`config.mk`:
```
export PLATFORM = sky130hd
export DESIGN_NAME = hdmi_pixel_fetch_flat
export DESIGN_NICKNAME = d
export VERILOG_FILES = /design/src/rtl/hdmi_pixel_fetch_if.sv /design/src/rtl/hdmi_pixel_fetch.sv /design/src/flat_wrapper.sv
export SDC_FILE = /design/constraint.sdc
export NUM_CORES = 1
export LEC_CHECK = 0
export CAP_MARGIN = 20
export CORE_MARGIN = 2
export CORE_UTILIZATION = 40
export CTS_BUF_LIST = sky130_fd_sc_hd__clkbuf_8 sky130_fd_sc_hd__clkbuf_16
export CTS_CLUSTER_SIZE = 12
export DETAILED_ROUTE_END_ITERATION = 8
export GPL_ROUTABILITY_DRIVEN = 0
export HOLD_SLACK_MARGIN = 0.03
export PLACE_DENSITY_LB_ADDON = 0.25
export SYNTH_ARGS = -nofsm -noshare
export SYNTH_HDL_FRONTEND = slang
export SYNTH_SLANG_ARGS = --single-unit
```
`constraint.sdc`:
```
create_clock -name pixe_clk -period 2.25 [get_ports pixe_clk]
set_input_delay 0.45 -clock pixe_clk [delete_from_list [all_inputs] [get_ports pixe_clk]]
set_output_delay 0.45 -clock pixe_clk [all_outputs]
set_load 0.005 [all_outputs]
```
`src/rtl/hdmi_pixel_fetch_if.sv`:
```
// Video/FIFO bundle between the DMT timing generator, the frame-buffer read
// FIFO and the TMDS encoder. slave = pixel fetch block, master = its environment.
interface hdmi_pixel_fetch_if;
  logic        vsync_in;
  logic        hsync_in;
  logic        de_in;
  logic [15:0] fifo_rdata;
  logic        fifo_empty;
  logic        fifo_rd;
  logic        frame_req;
  logic        vsync;
  logic        hsync;
  logic        de;
  logic [23:0] rgb;
  logic [15:0] underflow_cnt;

  modport master (
    output vsync_in, hsync_in, de_in, fifo_rdata, fifo_empty,
    input  fifo_rd, frame_req, vsync, hsync, de, rgb, underflow_cnt
  );

  modport slave (
    input  vsync_in, hsync_in, de_in, fifo_rdata, fifo_empty,
    output fifo_rd, frame_req, vsync, hsync, de, rgb, underflow_cnt
  );
endinterface

```
`src/rtl/hdmi_pixel_fetch.sv`:
```
// Pixel fetch between DMT timing and TMDS encoder: pops RGB565 from the
// frame-buffer FIFO during de, expands to RGB888, re-times sync/de to match,
// and blanks the remainder of a frame with FILL_COLOR after a FIFO underflow.
module hdmi_pixel_fetch #(
  parameter int          RD_LAT     = 1,
  parameter logic        HS_POL     = 1'b1,
  parameter logic        VS_POL     = 1'b1,
  parameter logic [23:0] FILL_COLOR = 24'h000000,
  // reset value of underflow_cnt; nonzero only to reach saturation quickly
  parameter logic [15:0] UFL_INIT   = 16'h0000
) (
  input logic               pixe_clk,
  input logic               rest_n,
  hdmi_pixel_fetch_if.slave pf
);

  localparam int SD = RD_LAT + 1;

  typedef enum logic [1:0] {IDLE, WAIT, STREAM, FILL} state_t;

  state_t      state;
  logic        vs_prev;
  logic        vs_lead;
  logic        fifo_rd_c;
  logic [15:0] ufl_cnt;

  logic [SD:1]     vs_pipe;
  logic [SD:1]     hs_pipe;
  logic [SD:1]     de_pipe;
  logic [RD_LAT:1] vld_pipe;
  logic [23:0]     rgb_q;

  logic        de_d;
  logic        valid_d;
  logic [15:0] px;

  assign vs_lead = (pf.vsync_in == VS_POL) && (vs_prev != VS_POL);

  // Pop and restart strobes must act in the same cycle as the de/vsync that
  // causes them, so they are decoded from the registered state, not registered.
  always_comb begin
    fifo_rd_c = 1'b0;
    if (!vs_lead && state == STREAM)
      fifo_rd_c = pf.de_in & ~pf.fifo_empty;
  end

  assign pf.fifo_rd   = fifo_rd_c;
  assign pf.frame_req = vs_lead;

  // Frame FSM: restart on every vsync leading edge, latch into FILL on underflow
  always_ff @(posedge pixe_clk or negedge rest_n) begin
    if (!rest_n) begin
      state   <= IDLE;
      vs_prev <= ~VS_POL;
      ufl_cnt <= UFL_INIT;
    end else begin
      vs_prev <= pf.vsync_in;
      if (vs_lead) begin
        state <= WAIT;
      end else begin
        case (state)
          WAIT: begin
            // de arriving before streaming could start counts as underflow,
            // even if the FIFO becomes non-empty in that same cycle
            if (pf.de_in) begin
              state <= FILL;
              if (ufl_cnt != 16'hFFFF) ufl_cnt <= ufl_cnt + 16'd1;
            end else if (pf.vsync_in != VS_POL && !pf.fifo_empty) begin
              state <= STREAM;
            end
          end
          STREAM: begin
            if (pf.de_in && pf.fifo_empty) begin
              state <= FILL;
              if (ufl_cnt != 16'hFFFF) ufl_cnt <= ufl_cnt + 16'd1;
            end
          end
          default: ;
        endcase
      end
    end
  end

  // Sync/de delay line (RD_LAT+1) and pixel-valid delay line (RD_LAT)
  always_ff @(posedge pixe_clk or negedge rest_n) begin
    if (!rest_n) begin
      vs_pipe  <= {SD{~VS_POL}};
      hs_pipe  <= {SD{~HS_POL}};
      de_pipe  <= '0;
      vld_pipe <= '0;
    end else begin
      vs_pipe     <= {vs_pipe[SD-1:1], pf.vsync_in};
      hs_pipe     <= {hs_pipe[SD-1:1], pf.hsync_in};
      de_pipe     <= {de_pipe[SD-1:1], pf.de_in};
      vld_pipe[1] <= fifo_rd_c;
      for (int i = 2; i <= RD_LAT; i++) vld_pipe[i] <= vld_pipe[i-1];
    end
  end

  assign de_d    = de_pipe[RD_LAT];
  assign valid_d = vld_pipe[RD_LAT];
  assign px      = pf.fifo_rdata;

  // Output pixel register: expand by MSB replication, fill on missing data
  always_ff @(posedge pixe_clk or negedge rest_n) begin
    if (!rest_n)
      rgb_q <= 24'h0;
    else if (!de_d)
      rgb_q <= 24'h0;
    else if (valid_d)
      rgb_q <= {px[15:11], px[15:13], px[10:5], px[10:9], px[4:0], px[4:2]};
    else
      rgb_q <= FILL_COLOR;
  end

  assign pf.vsync         = vs_pipe[SD];
  assign pf.hsync         = hs_pipe[SD];
  assign pf.de            = de_pipe[SD];
  assign pf.rgb           = rgb_q;
  assign pf.underflow_cnt = ufl_cnt;

endmodule

```
`src/flat_wrapper.sv`:
```
// flat-port wrapper written by rule: the top's interface ports become plain ports
module hdmi_pixel_fetch_flat 
#(
  parameter int          RD_LAT     = 1,
  parameter logic        HS_POL     = 1'b1,
  parameter logic        VS_POL     = 1'b1,
  parameter logic [23:0] FILL_COLOR = 24'h000000,
                                                                           
  parameter logic [15:0] UFL_INIT   = 16'h0000
)
  (pixe_clk, rest_n, pf_vsync_in, pf_hsync_in, pf_de_in, pf_fifo_rdata, pf_fifo_empty, pf_fifo_rd, pf_frame_req, pf_vsync, pf_hsync, pf_de, pf_rgb, pf_underflow_cnt);
  hdmi_pixel_fetch_if pf_i ();
  input logic pixe_clk;
  input logic rest_n;
  input wire logic [$bits(pf_i.vsync_in)-1:0] pf_vsync_in;
  input wire logic [$bits(pf_i.hsync_in)-1:0] pf_hsync_in;
  input wire logic [$bits(pf_i.de_in)-1:0] pf_de_in;
  input wire logic [$bits(pf_i.fifo_rdata)-1:0] pf_fifo_rdata;
  input wire logic [$bits(pf_i.fifo_empty)-1:0] pf_fifo_empty;
  output wire logic [$bits(pf_i.fifo_rd)-1:0] pf_fifo_rd;
  output wire logic [$bits(pf_i.frame_req)-1:0] pf_frame_req;
  output wire logic [$bits(pf_i.vsync)-1:0] pf_vsync;
  output wire logic [$bits(pf_i.hsync)-1:0] pf_hsync;
  output wire logic [$bits(pf_i.de)-1:0] pf_de;
  output wire logic [$bits(pf_i.rgb)-1:0] pf_rgb;
  output wire logic [$bits(pf_i.underflow_cnt)-1:0] pf_underflow_cnt;
  assign pf_i.vsync_in = pf_vsync_in;
  assign pf_i.hsync_in = pf_hsync_in;
  assign pf_i.de_in = pf_de_in;
  assign pf_i.fifo_rdata = pf_fifo_rdata;
  assign pf_i.fifo_empty = pf_fifo_empty;
  assign pf_fifo_rd = pf_i.fifo_rd;
  assign pf_frame_req = pf_i.frame_req;
  assign pf_vsync = pf_i.vsync;
  assign pf_hsync = pf_i.hsync;
  assign pf_de = pf_i.de;
  assign pf_rgb = pf_i.rgb;
  assign pf_underflow_cnt = pf_i.underflow_cnt;
  hdmi_pixel_fetch #(.RD_LAT(RD_LAT), .HS_POL(HS_POL), .VS_POL(VS_POL), .FILL_COLOR(FILL_COLOR), .UFL_INIT(UFL_INIT)) u_core (.pixe_clk(pixe_clk), .rest_n(rest_n), .pf(pf_i));
endmodule
```
======== Word level (Yosys, flattened, before mapping) ========
Cells that the tools add are included.
storage, ports and cells
  input bits .............................. 22
  word-level logic and storage cells ...... 43
  flip-flop bits (word level) ............. 50
  output and inout bits ................... 45
operators by class
  equal/unequal tests ..................... 7
  muxes and demuxes ....................... 12
  reductions and logical operators ........ 10
  add/sub/neg operators ................... 1
  bitwise gates (word level) .............. 5
operators with widths
  operator                                                                  number
  16-bit 2-to-1 mux                                                         3
  24-bit 2-to-1 mux                                                         2
  16-bit one-hot mux with 2 select lines                                    1
  16-bit by 1-bit adder with 16-bit output (second input constant)          1
  16-bit inequality test (second input constant)                            1
  2-bit 2-to-1 mux                                                          4
  1-bit logical AND                                                         4
  2-bit inequality test (second input constant)                             2
  4-bit by 2-bit inequality test with 1-bit output (second input constant)  1
  1-bit NOT                                                                 4
  2-bit one-hot mux with 2 select lines                                     1
  4-bit AND reduction                                                       1
  3-bit by 2-bit inequality test with 1-bit output (second input constant)  1
  3-bit AND reduction                                                       1
  3-bit nonzero test                                                        1
  2-bit by 1-bit == test with 1-bit output (second input constant)          1
  2-bit == test (second input constant)                                     1
  1-bit logical NOT                                                         2
  2-bit nonzero test                                                        1
  1-bit bitwise AND                                                         1
  1-bit 2-to-1 mux                                                          1

======== Logic depth before layout (Yosys ltp) ========
  depth in word-level cells ............... 6
  mapped depth ............................ 7
  mapped depth without buffers ............ 7

======== Worst setup path after synthesis ========
OpenSTA, ideal clock, no wires.
  path type ............................... register -> register
  from .................................... reg u_core.state[0]
  to ...................................... reg u_core.ufl_cnt[12] (netlist: u_core.pf.underflow_cnt[12])
  slack ................................... 0.379 ns
  stages on the path, launching flop included .. 8
  period minus slack after synthesis ...... 1.871 ns
  setup time .............................. 0.125 ns
  arrival time ............................ 1.746 ns
  path through ............................ dfrtp_1 inv_1 ha_1 mux2_4 nand3_4 or3_4 nor2_2 mux2_2
between the ends
  word-level cells in the longest chain between the ends .. 3
  elaborated cells on any way between the ends .. 7
  those cells by class .................... eq/ne (4); mux (1); reduce/logical (2)
RTL lines
  what                                                                              line                    source
  start, declared                                                                   hdmi_pixel_fetch.sv:21  state_t state;
  start signal, assigned                                                            hdmi_pixel_fetch.sv:53  state <= IDLE;
  start signal, assigned                                                            hdmi_pixel_fetch.sv:59  state <= WAIT;
  start signal, assigned                                                            hdmi_pixel_fetch.sv:66  state <= FILL;
  2-bit == test / 2-bit by 1-bit == test with 1-bit output (equally long branches)  hdmi_pixel_fetch.sv:61  case (state)
  2-bit inequality test (no line) / 2-bit nonzero test (equally long branches)      --
  4-bit AND reduction (no line)                                                     --
  end signal, assigned                                                              hdmi_pixel_fetch.sv:67  if (ufl_cnt != 16'hFFFF) ufl_cnt <= ufl_cnt + 16'd1;
  end signal, assigned                                                              hdmi_pixel_fetch.sv:75  if (ufl_cnt != 16'hFFFF) ufl_cnt <= ufl_cnt + 16'd1;
  end, declared                                                                     hdmi_pixel_fetch.sv:25  logic [15:0] ufl_cnt;
Several ways; a longest one is shown, not always the timed one.
A chain may end at the register's enable or synchronous reset.

======== Worst setup path after layout ========
  from .................................... reg u_core.state[0]
  to ...................................... out pf_fifo_rd
between the ends
  word-level cells in the longest chain between the ends .. 3
RTL lines
  what               line                    source
  2-bit == test      hdmi_pixel_fetch.sv:43  if (!vs_lead && state == STREAM)
  1-bit logical AND  hdmi_pixel_fetch.sv:43
  1-bit 2-to-1 mux   hdmi_pixel_fetch.sv:43
  end, declared      flat_wrapper.sv:20      output wire logic [$bits(pf_i.fifo_rd)-1:0] pf_fifo_rd;
No other way between the ends.

==> results.ini <==
[logic_synthesis]
synth_flop_cell=dfrtp_1
synth_seq_cells=41
yosysUniqueCellTypes=27
async_reset_ff_frac=1.00
ys_seq_area_frac=0.609
synth_top_area_cell=dfrtp_1
synthTopCellsByArea=dfrtp_1, and3_1, xnor2_1
synth-edff-count=0
syn_inst=137
yosysWarnings=0
synthTopCellsByCount=dfrtp_1, and3_1, nand2_1
synth_most_common_cell=dfrtp_1
avgSynthCellArea_um2=12.3
synth_top_area_frac=0.609
syn_area_um2=1690
syn_nets=162

[pwr]
power_frac_comb=0.253
cell_internal_pwr_mw=1.29
power_frac_clock=0.248
peakVddDrop_mv=0.503
power_mw=1.81
pwr-share-seq=0.499
power_switching_mw=0.511
swShare=0.283
p_leak_nw=1.17
p_per_area_nw_per_um2=730

[global_routing]
track_usage=0.165
antenna_found_initial=0
grt_max_degree=22
first_global_vias=1261
grt_pass1_wl_um=5660
overflow=0

[clock_tree]
clockRootBuffer=clkbuf_8
hold_buffers=0
numCtsBuffers=5
cts_sinks=41
clock_latency_ps=290
cts_tree=yes
htree_num_levels=2
clk_pin_slew_ps=70
clockBufferDepth=2

[job]
maxCapViolCount=0

[run_status]
status=finished clean

[critical_path]
timing.rr.start=u_core.state[0]
rrSetupSlack_ps=270
crit_path_end_kind=primary output
crit-reg2reg-capture=u_core.pf.underflow_cnt[12]
crit_required_ps=1800
startpoint=u_core.state[0]
setup.worst_path.start_class=register
worst_ep_arrival_time_ps=1740
path_max_fanout=4
endpoint=pf_fifo_rd
r2r.worst_path.cells=7
critPathKind=register to primary output

[floorplanning]
die_y_um=68.9
rows=23
start_util=0.418
die_x_um=68.9
io_pins=67
dieArea_um2=4750
fp.coreArea_um2=4030

[placed_design]
dpl.cell_count=246
placed_area_um2=2360
io_buffers=66
dpl.hpwl_um=2720

[detailed_routing]
firstDrtPassIters=4
first_iter_violations=56
post_drt_wl_per_cell_um=14.0
drtAntennaViolNets=0
routed_wl_um=3560
vias=1261
drc_errors=0
routed_via_density=4.96

[timing]
rsz0062_at_grt=no
hold_viol=0
finalCriticalPeriod_ps=2190
drv_slew=0
setup_viol=0
finalCritPeriodShare=0.973
skew_ps=4.91
relSlewSlack=0.697
fmax_mhz=457
tightest_slew_ps=454

[cells_and_area]
drive_gt1_frac=0.113
n_antenna_cell=0
area_growth_pct=46.8
nets=228
stdcell_count=254
design_area_um2=2470

[worst_hold_path]
hp-class=input pin to asynchronous set/reset pin

## worst min-delay path by stage
| stage | from | end | slack [ps] | depth (start not counted) |
|---|---|---|---|---|
| 2_1_floorplan | rest_n | u_core.de_pipe[1] | 150 | 0 |
| 3_3_place_gp | u_core.hs_pipe[1] | u_core.hs_pipe[2] | 340 | 0 |
| 3_5_place_dp | u_core.hs_pipe[1] | u_core.hs_pipe[2] | 350 | 0 |
| 4_1_cts | rest_n | u_core.pf.rgb[14] | 120 | 1 |
| 5_1_grt | rest_n | u_core.pf.rgb[19] | 130 | 1 |
| 6_report | rest_n | u_core.pf.rgb[11] | 100 | 1 |
## cell type report
| type | instances | area, um^2 |
|---|---|---|
| timing repair buffer | 69 | 683 |
| clock buffer | 5 | 68.8 |
| tap | 50 | 62.6 |
| multi-input combinational | 83 | 608 |
| inverter | 3 | 11.3 |
| fill | 345 | 1560 |
| clock inverter | 3 | 13.8 |
| sequential | 41 | 1030 |
## sequential cells by signal, summed over array words and instances (netlist names)
signal / cells
u_core.de_pipe: 2
u_core.hs_pipe: 2
u_core.pf.rgb: 16
u_core.pf.underflow_cnt: 16
u_core.state: 2
u_core.valid_d: 1
u_core.vs_pipe: 2
## metrics by stage
step / setup WS [ps] / setup TNS [ps] / util / hold slack [ps]
3_5_place_dp: -18.7 / -18.7 / 0.585 / 353
6_report: 59.7 / 0 / 0.614 / 104
5_1_grt: 9.94 / 0 / 0.614 / 129
3_3_place_gp: 21.8 / 0 / 0.585 / 341
4_1_cts: 28.3 / 0 / 0.608 / 115
2_1_floorplan: 379 / 0 / - / 154
## critical path, cell delays in order (launching register included)
cell and delay [ps]:
dfrtp_1 420, inv_1 140, ha_4 190, nand2b_4 60, nor2_1 130, clkdlybuf4s50_1 510
## per-layer routing
metal / share of wire / GRT usage
met1: 0.40 / 0.188
met2: 0.53 / 0.293
met3: 0.062 / 0.0390
met4: 0.016 / 0.0735
met5: 0 / 0
## repair_timing
item	4_1_cts	5_1_grt
gates resized for setup	2	4
hold endpoints to repair	0	0
pin swaps	0	0
gates cloned	0	0
setup buffers	0	0
endpoints found under the setup margin	1	1
## power by group through the flow
stage / clock, mW / combinational, mW / sequential, mW
final: 0.447 / 0.457 / 0.902
after CTS: 0.462 / 0.432 / 0.896
after global placement: 0 / 0.399 / 0.907
after detailed placement: 0 / 0.425 / 0.909
after floorplan: 0 / 0.216 / 0.895
after global routing: 0.493 / 0.504 / 0.911
## kinds of logic (layout without fill, tap and decap cells)
logic type | count (synthesis) | in the layout | synth area share
flops | 41 | 41 | 0.609
simple gates | 58 | 58 | 0.210
mux | 3 | 3 | 0.0223
compound gates | 5 | 5 | 0.0171
xor+xnor | 14 | 14 | 0.0728
fa+ha+maj | 3 | 3 | 0.0223
buf+inv | 13 | 80 | 0.0468
## cell usage in the layout, fill, tap and decap left out, drive strengths merged
master / count
nor2: 9
mux2: 3
nand3: 5
inv: 4
nand4: 7
a21oi: 2
and3: 17
nor4: 2
o21ai: 2
buf: 4
and4: 1
clkinv: 2
dfrtp: 41
nor3: 3
o41ai: 1
clkbuf: 5
xor2: 6
or3: 1
nor3b: 1
nand2: 10
clkdlybuf4s50: 63
xnor2: 8
dlymetal6s2s: 2
ha: 3
nand2b: 2
Power figures use the tool's default switching activity.
